[config.mk]
export PLATFORM = sky130hd
export DESIGN_NAME = dmem_arbiter
export DESIGN_NICKNAME = d
export VERILOG_FILES = /design/src/rtl/dmem_arbiter.sv
export SDC_FILE = /design/constraint.sdc
export NUM_CORES = 1
export LEC_CHECK = 0
export BUFFER_PORTS_ARGS = -buffer_cell sky130_fd_sc_hd__buf_4
export CAP_MARGIN = 15
export CORE_AREA = 4 4 228 230
export DETAILED_ROUTE_END_ITERATION = 10
export DIE_AREA = 0 0 232 234
export MAX_ROUTING_LAYER = met4
export PLACE_DENSITY = 0.46
export SLEW_MARGIN = 30
export SYNTH_ARGS = -nofsm -noshare
export SYNTH_HDL_FRONTEND = slang
export SYNTH_SLANG_ARGS = --single-unit
export TNS_END_PERCENT = 30
[constraint.sdc]
create_clock -name clk -period 2.1 [get_ports clk]
set_input_delay 0.42 -clock clk [delete_from_list [all_inputs] [get_ports clk]]
set_output_delay 0.42 -clock clk [all_outputs]
set_load 0.01 [all_outputs]
[src/rtl/dmem_arbiter.sv]
// dmem_arbiter: shares the 64-bit data memory between the CPU load/store unit (m0)
// and the debug/DMA port (m1), one access at a time, with round-robin arbitration.
module dmem_arbiter #(
  parameter int unsigned ADDR_W  = 64,
  parameter int unsigned DATA_W  = 64,
  parameter int unsigned LATENCY = 1
) (
  input  logic              clk,
  input  logic              reset,
  input  logic              m0_req_valid,
  output logic              m0_req_ready,
  input  logic              m0_req_we,
  input  logic [ADDR_W-1:0] m0_req_addr,
  input  logic [DATA_W-1:0] m0_req_wdata,
  output logic              m0_resp_valid,
  output logic              m0_resp_err,
  output logic [DATA_W-1:0] m0_resp_rdata,
  input  logic              m1_req_valid,
  output logic              m1_req_ready,
  input  logic              m1_req_we,
  input  logic [ADDR_W-1:0] m1_req_addr,
  input  logic [DATA_W-1:0] m1_req_wdata,
  output logic              m1_resp_valid,
  output logic              m1_resp_err,
  output logic [DATA_W-1:0] m1_resp_rdata,
  output logic              mem_MemRead,
  output logic              mem_MemWrite,
  output logic [ADDR_W-1:0] mem_address,
  output logic [DATA_W-1:0] mem_write_data,
  input  logic [DATA_W-1:0] mem_read_data
);

  typedef enum logic [1:0] {StIdle, StBusy, StResp} state_e;

  state_e            state_q, state_d;
  logic [3:0]        cnt_q, cnt_d;
  logic              owner_q, owner_d;
  logic              last_grant_q, last_grant_d;
  logic              we_q, we_d;
  logic [ADDR_W-1:0] addr_q, addr_d;
  logic [DATA_W-1:0] wdata_q, wdata_d;
  logic [DATA_W-1:0] m0_rdata_q, m0_rdata_d, m1_rdata_q, m1_rdata_d;
  logic              m0_err_q, m0_err_d, m1_err_q, m1_err_d;

  logic              grant, accept, misaligned;
  logic              sel_we;
  logic [ADDR_W-1:0] sel_addr;
  logic [DATA_W-1:0] sel_wdata;
  logic              rsp_load, rsp_tgt, rsp_err;
  logic [DATA_W-1:0] rsp_rdata;

  // On a tie the requester that was not served last time wins.
  always_comb begin
    grant = m1_req_valid;
    if (m0_req_valid && m1_req_valid) grant = ~last_grant_q;
  end

  assign m0_req_ready = (state_q == StIdle) & m0_req_valid & ~grant;
  assign m1_req_ready = (state_q == StIdle) & m1_req_valid & grant;
  assign accept       = m0_req_ready | m1_req_ready;

  assign sel_we     = grant ? m1_req_we    : m0_req_we;
  assign sel_addr   = grant ? m1_req_addr  : m0_req_addr;
  assign sel_wdata  = grant ? m1_req_wdata : m0_req_wdata;
  assign misaligned = sel_addr[2:0] != 3'd0;

  always_comb begin
    state_d      = state_q;
    cnt_d        = cnt_q;
    owner_d      = owner_q;
    last_grant_d = last_grant_q;
    we_d         = we_q;
    addr_d       = addr_q;
    wdata_d      = wdata_q;
    rsp_load     = 1'b0;
    rsp_tgt      = owner_q;
    rsp_err      = 1'b0;
    rsp_rdata    = '0;
    unique case (state_q)
      StIdle: begin
        if (accept) begin
          owner_d      = grant;
          last_grant_d = grant;
          we_d         = sel_we;
          addr_d       = sel_addr;
          wdata_d      = sel_wdata;
          if (misaligned) begin
            // Misaligned requests skip the memory entirely.
            state_d  = StResp;
            rsp_load = 1'b1;
            rsp_tgt  = grant;
            rsp_err  = 1'b1;
          end else begin
            state_d = StBusy;
            cnt_d   = 4'(LATENCY);
          end
        end
      end
      StBusy: begin
        cnt_d = cnt_q - 4'd1;
        if (cnt_q == 4'd1) begin
          state_d   = StResp;
          rsp_load  = 1'b1;
          rsp_rdata = we_q ? '0 : mem_read_data;
        end
      end
      StResp: state_d = StIdle;
      default: state_d = StIdle;
    endcase
  end

  // Response data and error flag are held per requester until its next response.
  always_comb begin
    m0_rdata_d = m0_rdata_q;
    m1_rdata_d = m1_rdata_q;
    m0_err_d   = m0_err_q;
    m1_err_d   = m1_err_q;
    if (rsp_load) begin
      if (rsp_tgt) begin
        m1_rdata_d = rsp_rdata;
        m1_err_d   = rsp_err;
      end else begin
        m0_rdata_d = rsp_rdata;
        m0_err_d   = rsp_err;
      end
    end
  end

  always_ff @(posedge clk) begin
    if (reset) begin
      state_q      <= StIdle;
      cnt_q        <= 4'd0;
      owner_q      <= 1'b0;
      last_grant_q <= 1'b1;
      we_q         <= 1'b0;
      addr_q       <= '0;
      wdata_q      <= '0;
      m0_rdata_q   <= '0;
      m1_rdata_q   <= '0;
      m0_err_q     <= 1'b0;
      m1_err_q     <= 1'b0;
    end else begin
      state_q      <= state_d;
      cnt_q        <= cnt_d;
      owner_q      <= owner_d;
      last_grant_q <= last_grant_d;
      we_q         <= we_d;
      addr_q       <= addr_d;
      wdata_q      <= wdata_d;
      m0_rdata_q   <= m0_rdata_d;
      m1_rdata_q   <= m1_rdata_d;
      m0_err_q     <= m0_err_d;
      m1_err_q     <= m1_err_d;
    end
  end

  assign mem_MemRead    = (state_q == StBusy) & ~we_q;
  assign mem_MemWrite   = (state_q == StBusy) & we_q;
  assign mem_address    = (state_q == StBusy) ? addr_q  : '0;
  assign mem_write_data = (state_q == StBusy) ? wdata_q : '0;

  assign m0_resp_valid = (state_q == StResp) & ~owner_q;
  assign m1_resp_valid = (state_q == StResp) & owner_q;
  assign m0_resp_rdata = m0_rdata_q;
  assign m1_resp_rdata = m1_rdata_q;
  assign m0_resp_err   = m0_err_q;
  assign m1_resp_err   = m1_err_q;

endmodule
==> key figures, run 1 <==
STA
  • Sum of negative setup slack: -0.0167 ns
  • Final count of pins violating max slew: 0
  • Tightest Pin Transition: 0.521 ns
  • Final hold vios: 0
  • Final Skew: 0.0149 ns
  • Number of failing setup endpoints in the final timing report: 2
  • Least setup slack across all paths after layout: -0.0109 ns
  • Remaining max-slew budget at the tightest pin: 65.3%
  • Final clock period utilization by the worst path: 101%
  • Highest achievable clock rate: 0.474 GHz
  • RSZ-0062 raised after global routing: true
  • Final critical-path required period: 2.11 ns

CTS
  • Worst-skew pair later-pin latency: 0.52 ns
  • Number of sinks handled by clock tree synthesis: 267
  • Clock tree from TritonCTS: done
  • Max H-tree Level: 2
  • Hold-fix buffers at CTS: 0
  • Root buffer cell: sky130_fd_sc_hd__clkbuf_16
  • Number of buffers inserted during clock tree synthesis: 34
  • CTS max path bufs: 3
  • Post-CTS clock slew at the launch and capture registers of the worst setup and hold paths: 0.06 ns

Setup path
  • Worst path most repeated cell: sky130_fd_sc_hd__buf_4
  • CP Launch Type: flip-flop
  • Highest-delay cell along the critical path: sky130_fd_sc_hd__dfxtp_2
  • Required time of the worst setup path: 1.68 ns
  • Chain of cells forming the critical path: nor2b_4 > buf_12 > buf_4 > and2_1 > buf_4
  • Kind of critical path: reg2out
  • Slack of the worst reg-to-reg path: 0.09 ns
  • Worst reg2reg path depth: 9
  • Worst reg2reg endpoint: m0_resp_rdata[51]
  • Crit-path max FO: 7
  • Critical Path Source: state_q[0]
  • Biggest cell delay along the critical path: 0.33 ns
  • Largest delay share family, worst path: buffers and inverters
  • Critical path buffers and inverters: 3
  • Launch point of the worst reg-to-reg path: last_grant_q
  • Type of destination of the critical path: primary output
  • Cell depth of the worst setup path: 5
  • End point of the critical path: mem_address[12]
  • Arrival time at the worst endpoint: 1.69 ns

Die
  • Placement Rows: 82
  • I/O pin total: 590
  • Height of the die: 234 um
  • Total core area: 49900 um^2
  • Die ar.: 54300 um^2
  • Effective utilization at floorplan: 24.3%
  • DIE WIDTH: 232 um

GRT
  • Global routing met2 resource utilization: 29.6%
  • Total track usage: 17.5%
  • Met3 track utilization from global routing: 5.11%
  • Maximum number of pins on one net before global-route repair: 89
  • Number of global-route vias before repair: 11000
  • Most Used Layer, Global Route: met2
  • Antenna violations before repair: 3
  • First-pass GRT wire length: 70.3 mm
  • Grt total ovfl: 0
  • Fraction of met1 tracks used by global routing: 20.3%

Logic synthesis
  • Seq cells post-synth: 267
  • Combined area of all synthesized cells: 12100 um^2
  • Top_reg_cell synth: sky130_fd_sc_hd__dfxtp_1
  • Syn. warnings: 0
  • Share of the synthesized area in the top cell type: 44.2%
  • Count of flip-flops with a built-in enable after synthesis: 0
  • Top cell type by total area after synthesis: sky130_fd_sc_hd__dfxtp_1
  • Sequential area share after synthesis: 44.2%
  • Syn Area/Cell: 9.55 um^2
  • Synth area leaders: sky130_fd_sc_hd__dfxtp_1 44%, sky130_fd_sc_hd__mux2i_1 21%, sky130_fd_sc_hd__a211oi_1 8.1%
  • Number of nets produced by synthesis: 1596
  • Count of different cell masters after synthesis: 37
  • Fraction of synthesis flops using an asynchronous set or reset pin: 0%
  • Synthesized netlist cell count: 1268

Routing
  • DR pass1 iterations: 4
  • Post-route antenna net violation count: 0
  • Vias after detailed routing: 11100
  • DR WL/cell: 19.4 um
  • DRC Markers: 0
  • DRT Wirelength: 49.7 mm
  • Via-to-Cell Ratio: 4.32
  • DRC violation total after the first TritonRoute iteration: 396

Run status
  • Failing checks: negative setup slack
  • Status: finished with violations

Finish
  • Fraction of layout cells with a size suffix above 1: 41.8%
  • Fill cell total of the finished layout: 5079
  • Area of all placed cells without fillers: 19600 um^2
  • Footprint of the flip-flops and latches: 5350 um^2
  • Post-layout nets: 2186
  • P&R area growth vs syn: 61.8%
  • Multi-input combinational cell area: 6440 um^2

Place
  • Placed inst area: 17500 um^2
  • Quantity of I/O buffers inserted on ports: 589
  • Detailed placement HPWL: 36.9 mm
  • Final GP Congestion: 0.804

Power
  • Share of total power in combinational logic: 20.9%
  • Power per standard cell area: 752 nW/um^2
  • Worst VDD drop: 0.000431 V
  • Switching part of the total: 26.6%
  • Part of the power in registers: 38.6%
  • Internal power of the cells: 10.8 mW
  • Switching power: 3.91 mW
  • Static power due to leakage: 8.98 nW
  • Part of the total power dissipated in the clock network: 40.5%
  • Total design power: 14.7 mW

Job
  • Max-cap violation count: 0

Worst hold path
  • Class of the tightest hold or removal check: in2reg
## sequential cells by signal, indices dropped and copies added (netlist names)
signal         count
wdata_q           64
last_grant_q       1
m0_resp_rdata     64
m1_resp_rdata     64
state_q            2
cnt_q              4
addr_q            64
m1_resp_err        1
m0_resp_err        1
owner_q            1
we_q               1
## routing by layer
layer | up-vias | routed length, um
met5 | - | 0
met4 | 0 | 1080
met3 | 52 | 3940
met2 | 403 | 24800
met1 | 5077 | 19800
li1 | 5520 | -
## layout by cell type (no fill, tap or decap), types with 42 or more instances in the layout
master,count
sky130_fd_sc_hd__and2_1,79
sky130_fd_sc_hd__nand2_1,69
sky130_fd_sc_hd__dfxtp_1,264
sky130_fd_sc_hd__buf_4,557
sky130_fd_sc_hd__nand2b_1,131
sky130_fd_sc_hd__clkbuf_16,42
sky130_fd_sc_hd__a211oi_1,130
sky130_fd_sc_hd__mux2i_1,259
sky130_fd_sc_hd__and2_4,51
sky130_fd_sc_hd__nor2_1,137
sky130_fd_sc_hd__buf_6,68
## worst min path at each step
stage,end,startpoint,depth (start not counted),slack [ns]
2_1_floorplan,last_grant_q,last_grant_q,1,0.46
3_3_place_gp,m0_resp_rdata[9],m0_resp_rdata[9],2,0.46
3_5_place_dp,m0_resp_rdata[32],m0_resp_rdata[32],2,0.46
4_1_cts,m1_resp_rdata[3],mem_read_data[3],3,0.14
5_1_grt,m0_resp_rdata[5],mem_read_data[5],3,0.17
6_report,m1_resp_rdata[3],mem_read_data[3],3,0.17
## cell families (layout without fill, tap and decap cells)
logic type	Yosys count	in the layout	synth area share [%]
XOR/XNOR	2	2	0.145
AO/OA/AOI/OAI	142	142	8.80
AND/OR/NAND/NOR	483	483	20.7
flip-flops	267	267	44.2
other	0	3	0
adder cells (fa/ha/maj)	2	2	0.207
multiplexers	261	261	21.6
buffers and inverters	111	725	4.44
## tightest hold or removal path, stage by stage
cell and delay, ns:
sky130_fd_sc_hd__buf_4 0.08, sky130_fd_sc_hd__nand2_1 0.05, sky130_fd_sc_hd__mux2i_1 0.11
## Yosys cell counts, drive strengths merged (2+ instances only)
library cell  number
a211oi           130
a21oi              3
and2             130
buf               44
clkbuf            65
dfxtp            267
ha                 2
inv                2
mux2i            260
nand2             70
nand2b           131
nor2             139
nor3               6
## layout make-up
cell class / instances / share of cell area [%]
Antenna cell: 3 / 0.0383
Clock buffer: 50 / 5.34
Clock inverter: 10 / 0.556
Inverter: 2 / 0.0383
Multi-Input combinational cell: 890 / 32.9
Sequential cell: 267 / 27.3
Tap cell: 672 / 4.29
Timing Repair Buffer: 663 / 29.5
## timing repair
| action | CTS | global route |
|---|---|---|
| pin swaps | 13 | 27 |
| setup buffers | 12 | 4 |
| gates cloned | 7 | 5 |
| setup endpoints to repair | 162 | 260 |
| resized for setup | 84 | 63 |
## power groups by stage
stage | combinational (mW) | sequential [mW] | clock (mW)
final | 3.08 | 5.68 | 5.96
after global routing | 3.34 | 5.73 | 6.41
after CTS | 2.98 | 5.68 | 6.20
after detailed placement | 2.83 | 5.78 | 0
after global placement | 2.81 | 5.76 | 0
after floorplan | 1.66 | 5.72 | 0
## stage by stage
| stage | setup WS, ns | std cells | utilization (%) | hold WS [ns] |
|---|---|---|---|---|
| floorplan | 0.127 | 1268 | - | 0.459 |
| global placement | -0.537 | 2469 | 35.1 | 0.460 |
| detailed placement | -0.593 | 2469 | 35.1 | 0.462 |
| CTS | -0.121 | 2548 | 38.7 | 0.137 |
| global route | -0.0943 | 2557 | 39.3 | 0.171 |
| finish | -0.0109 | 2557 | 39.3 | 0.172 |
Power figures use the tool's default switching activity.
==> run 2: changes to the inputs <==
--- a/config.mk
+++ b/config.mk
@@ -5,13 +5,14 @@
 export SDC_FILE = /design/constraint.sdc
 export NUM_CORES = 1
 export LEC_CHECK = 0
+export ABC_AREA = 1
 export BUFFER_PORTS_ARGS = -buffer_cell sky130_fd_sc_hd__buf_4
 export CAP_MARGIN = 15
-export CORE_AREA = 4 4 228 230
+export CORE_AREA = 4 4 227 229
 export DETAILED_ROUTE_END_ITERATION = 10
-export DIE_AREA = 0 0 232 234
+export DIE_AREA = 0 0 231 233
 export MAX_ROUTING_LAYER = met4
-export PLACE_DENSITY = 0.46
+export PLACE_DENSITY = 0.48
 export SLEW_MARGIN = 30
 export SYNTH_ARGS = -nofsm -noshare
 export SYNTH_HDL_FRONTEND = slang
==> key figures, run 2 <==
Routing
  • DR pass1 iterations: 5
  • DRT Wirelength: 62.2 mm
  • DRC violation total after the first TritonRoute iteration: 866
  • DR WL/cell: 19.1 um
  • Vias after detailed routing: 15000
  • Via-to-Cell Ratio: 4.62
  • Post-route antenna net violation count: 0
  • DRC Markers: 0

Finish
  • Post-layout nets: 2868
  • Fraction of layout cells with a size suffix above 1: 32.8%
  • Footprint of the flip-flops and latches: 5350 um^2
  • Leading cell types in the layout, fill and taps excluded: 581 x sky130_fd_sc_hd__buf_4, 462 x sky130_fd_sc_hd__nand2_1, 264 x sky130_fd_sc_hd__dfxtp_1
  • P&R area growth vs syn: 58.7%
  • Post-layout instance count excluding filler cells: 3249
  • Most common cell after layout, fill and taps aside: sky130_fd_sc_hd__buf_4
  • Fill cell total of the finished layout: 5282
  • Multi-input combinational cell area: 6280 um^2

Place
  • Dpl ws: -0.0195 ns
  • Number of cells after detailed placement: 3141
  • Final GP Congestion: 0.900
  • Detailed placement HPWL: 42.3 mm
  • Quantity of I/O buffers inserted on ports: 589

Logic synthesis
  • Share of the synthesized area in the top cell type: 41.1%
  • Fraction of synthesis flops using an asynchronous set or reset pin: 0%
  • Number of nets produced by synthesis: 2324
  • Count of flip-flops with a built-in enable after synthesis: 0
  • Most frequent cell after synthesis: sky130_fd_sc_hd__nand2_1
  • Sequential area share after synthesis: 41.1%
  • Syn. warnings: 0
  • Cell types with the highest counts after synthesis: 466 x sky130_fd_sc_hd__nand2_1, 267 x sky130_fd_sc_hd__dfxtp_1, 267 x sky130_fd_sc_hd__nor2_1
  • Synth area leaders: sky130_fd_sc_hd__dfxtp_1 41%, sky130_fd_sc_hd__nand2_1 13%, sky130_fd_sc_hd__nor2_1 7.7%
  • Combined area of all synthesized cells: 13000 um^2
  • Syn Area/Cell: 6.52 um^2
  • Seq cells post-synth: 267
  • Top cell type by total area after synthesis: sky130_fd_sc_hd__dfxtp_1
  • Synthesized netlist cell count: 1996
  • Top_reg_cell synth: sky130_fd_sc_hd__dfxtp_1
  • Count of different cell masters after synthesis: 25

Die
  • Height of the die: 233 um
  • Placement Rows: 82
  • DIE WIDTH: 231 um
  • Effective utilization at floorplan: 26.2%
  • Total core area: 49700 um^2
  • Die ar.: 53800 um^2
  • I/O pin total: 590

Job
  • Max-cap violation count: 0

Setup path
  • Biggest cell delay along the critical path: 0.33 ns
  • Worst path most repeated cell: sky130_fd_sc_hd__buf_12
  • Chain of cells forming the critical path: inv_2 > nor2_4 > buf_12 > inv_8 > buf_12 > nor2_1 > buf_4
  • Crit-path max FO: 13
  • Highest-delay cell along the critical path: sky130_fd_sc_hd__dfxtp_2
  • Kind of critical path: reg2out
  • Arrival time at the worst endpoint: 1.74 ns
  • Type of destination of the critical path: primary output
  • Largest delay share family, worst path: buffers and inverters
  • Required time of the worst setup path: 1.68 ns
  • CP Launch Type: flip-flop
  • Critical path buffers and inverters: 5

STA
  • Least setup slack across all paths after layout: -0.0594 ns
  • Final critical-path required period: 2.16 ns
  • Sum of negative setup slack: -0.295 ns
  • Remaining max-slew budget at the tightest pin: 60.2%
  • Highest achievable clock rate: 0.463 GHz
  • Final count of pins violating max slew: 0
  • Tightest Pin Transition: 0.598 ns
  • Number of failing setup endpoints in the final timing report: 17
  • Final Skew: 0.0237 ns
  • Final clock period utilization by the worst path: 103%
  • Final hold vios: 0
  • Fin Hold WS: 0.145 ns
  • RSZ-0062 raised after global routing: true

CTS
  • Max H-tree Level: 2
  • Clock tree from TritonCTS: done
  • Worst-skew pair later-pin latency: 0.53 ns
  • Root buffer cell: sky130_fd_sc_hd__clkbuf_16
  • Number of buffers inserted during clock tree synthesis: 34
  • Post-CTS clock slew at the launch and capture registers of the worst setup and hold paths: 0.06 ns
  • Number of sinks handled by clock tree synthesis: 267
  • CTS max path bufs: 3

Power
  • Static power due to leakage: 9.72 nW
  • Worst VDD drop: 0.000534 V
  • Power per standard cell area: 791 nW/um^2

GRT
  • Grt total ovfl: 0
  • Total track usage: 21.6%
  • First-pass GRT wire length: 87.6 mm
  • Maximum number of pins on one net before global-route repair: 117
  • Number of global-route vias before repair: 14600
  • Antenna violations before repair: 11

Worst hold path
  • Class of the tightest hold or removal check: in2reg

Run status
  • Status: finished with violations
  • Failing checks: negative setup slack
==> run 2: changes by cell type in the layout (fill, tap and decap cells not counted), moves of 126 or more <==
cell and delta:
sky130_fd_sc_hd__a211oi_1 -130, sky130_fd_sc_hd__nand3_1 +135, sky130_fd_sc_hd__nand2_1 +393, sky130_fd_sc_hd__mux2i_1 -259, sky130_fd_sc_hd__o21ai_0 +128, sky130_fd_sc_hd__a31oi_1 +126, sky130_fd_sc_hd__inv_1 +259, sky130_fd_sc_hd__nand2b_1 -131
==> run 2: layer usage <==
layer | global-route usage (%) | vias to the layer above | wire, um
met4 | 8.85 | 0 | 2420
met1 | 24.4 | 6900 | 24400
met2 | 34.9 | 523 | 29700
li1 | - | 7488 | -
met5 | - | - | 0
met3 | 7.76 | 96 | 5680
==> run 2: what timing repair did <==
action | in CTS | in global routing
gates cloned | 10 | 12
hold buffers | 0 | 0
buffers inserted | 6 | 8
pin swaps | 7 | 7
endpoints found under the setup margin | 132 | 251
gates resized for setup | 78 | 126
==> run 2: report_power, final <==
part | switching, mW | internal, mW
sequential | 0.353 | 5.71
combinational | 2.43 | 1.95
clock | 2.33 | 3.57
total | 5.11 | 11.2
==> run 2: area by class of cell <==
| class | instances | area share, % |
|---|---|---|
| diodes | 15 | 0.182 |
| flip-flops and latches | 267 | 25.9 |
| clock inverters | 4 | 0.218 |
| multi-input cells | 1281 | 30.4 |
| clock buffers | 54 | 5.13 |
| repair buffers | 674 | 28.7 |
| repair inverters | 2 | 0.109 |
| inverters | 280 | 5.25 |
| well taps | 672 | 4.07 |
==> run 2: stage by stage <==
step           util (%)  power, mW  cell area (um^2)
6_report           41.6       16.3             20700
3_3_place_gp       36.6       10.2             18200
3_5_place_dp       36.6       10.2             18200
2_1_floorplan         -       8.40             13000
5_1_grt            41.6       17.3             20600
4_1_cts            40.1       16.4             19900
==> run 2: kinds of logic (layout without fill, tap and decap cells) <==
| logic type | after synthesis | count (layout) | synth area share, % |
|---|---|---|---|
| buf+inv | 448 | 1014 | 14.5 |
| simple gates | 950 | 950 | 30.4 |
| flops | 267 | 267 | 41.1 |
| compound gates | 329 | 329 | 13.9 |
| fa+ha+maj | 2 | 2 | 0.192 |
| other cells | 0 | 15 | 0 |
==> run 2: final timing paths <==
kind | endpoint | from | cells past startpoint | slack [ns]
max | mem_address[22] | state_q[0] | 7 | -0.06
min | cnt_q[1] | reset | 2 | 0.15
max reg2reg | m1_resp_rdata[6] | last_grant_q | 14 | 0.14
min reg2reg | m1_resp_rdata[26] | m1_resp_rdata[26] | 2 | 0.48
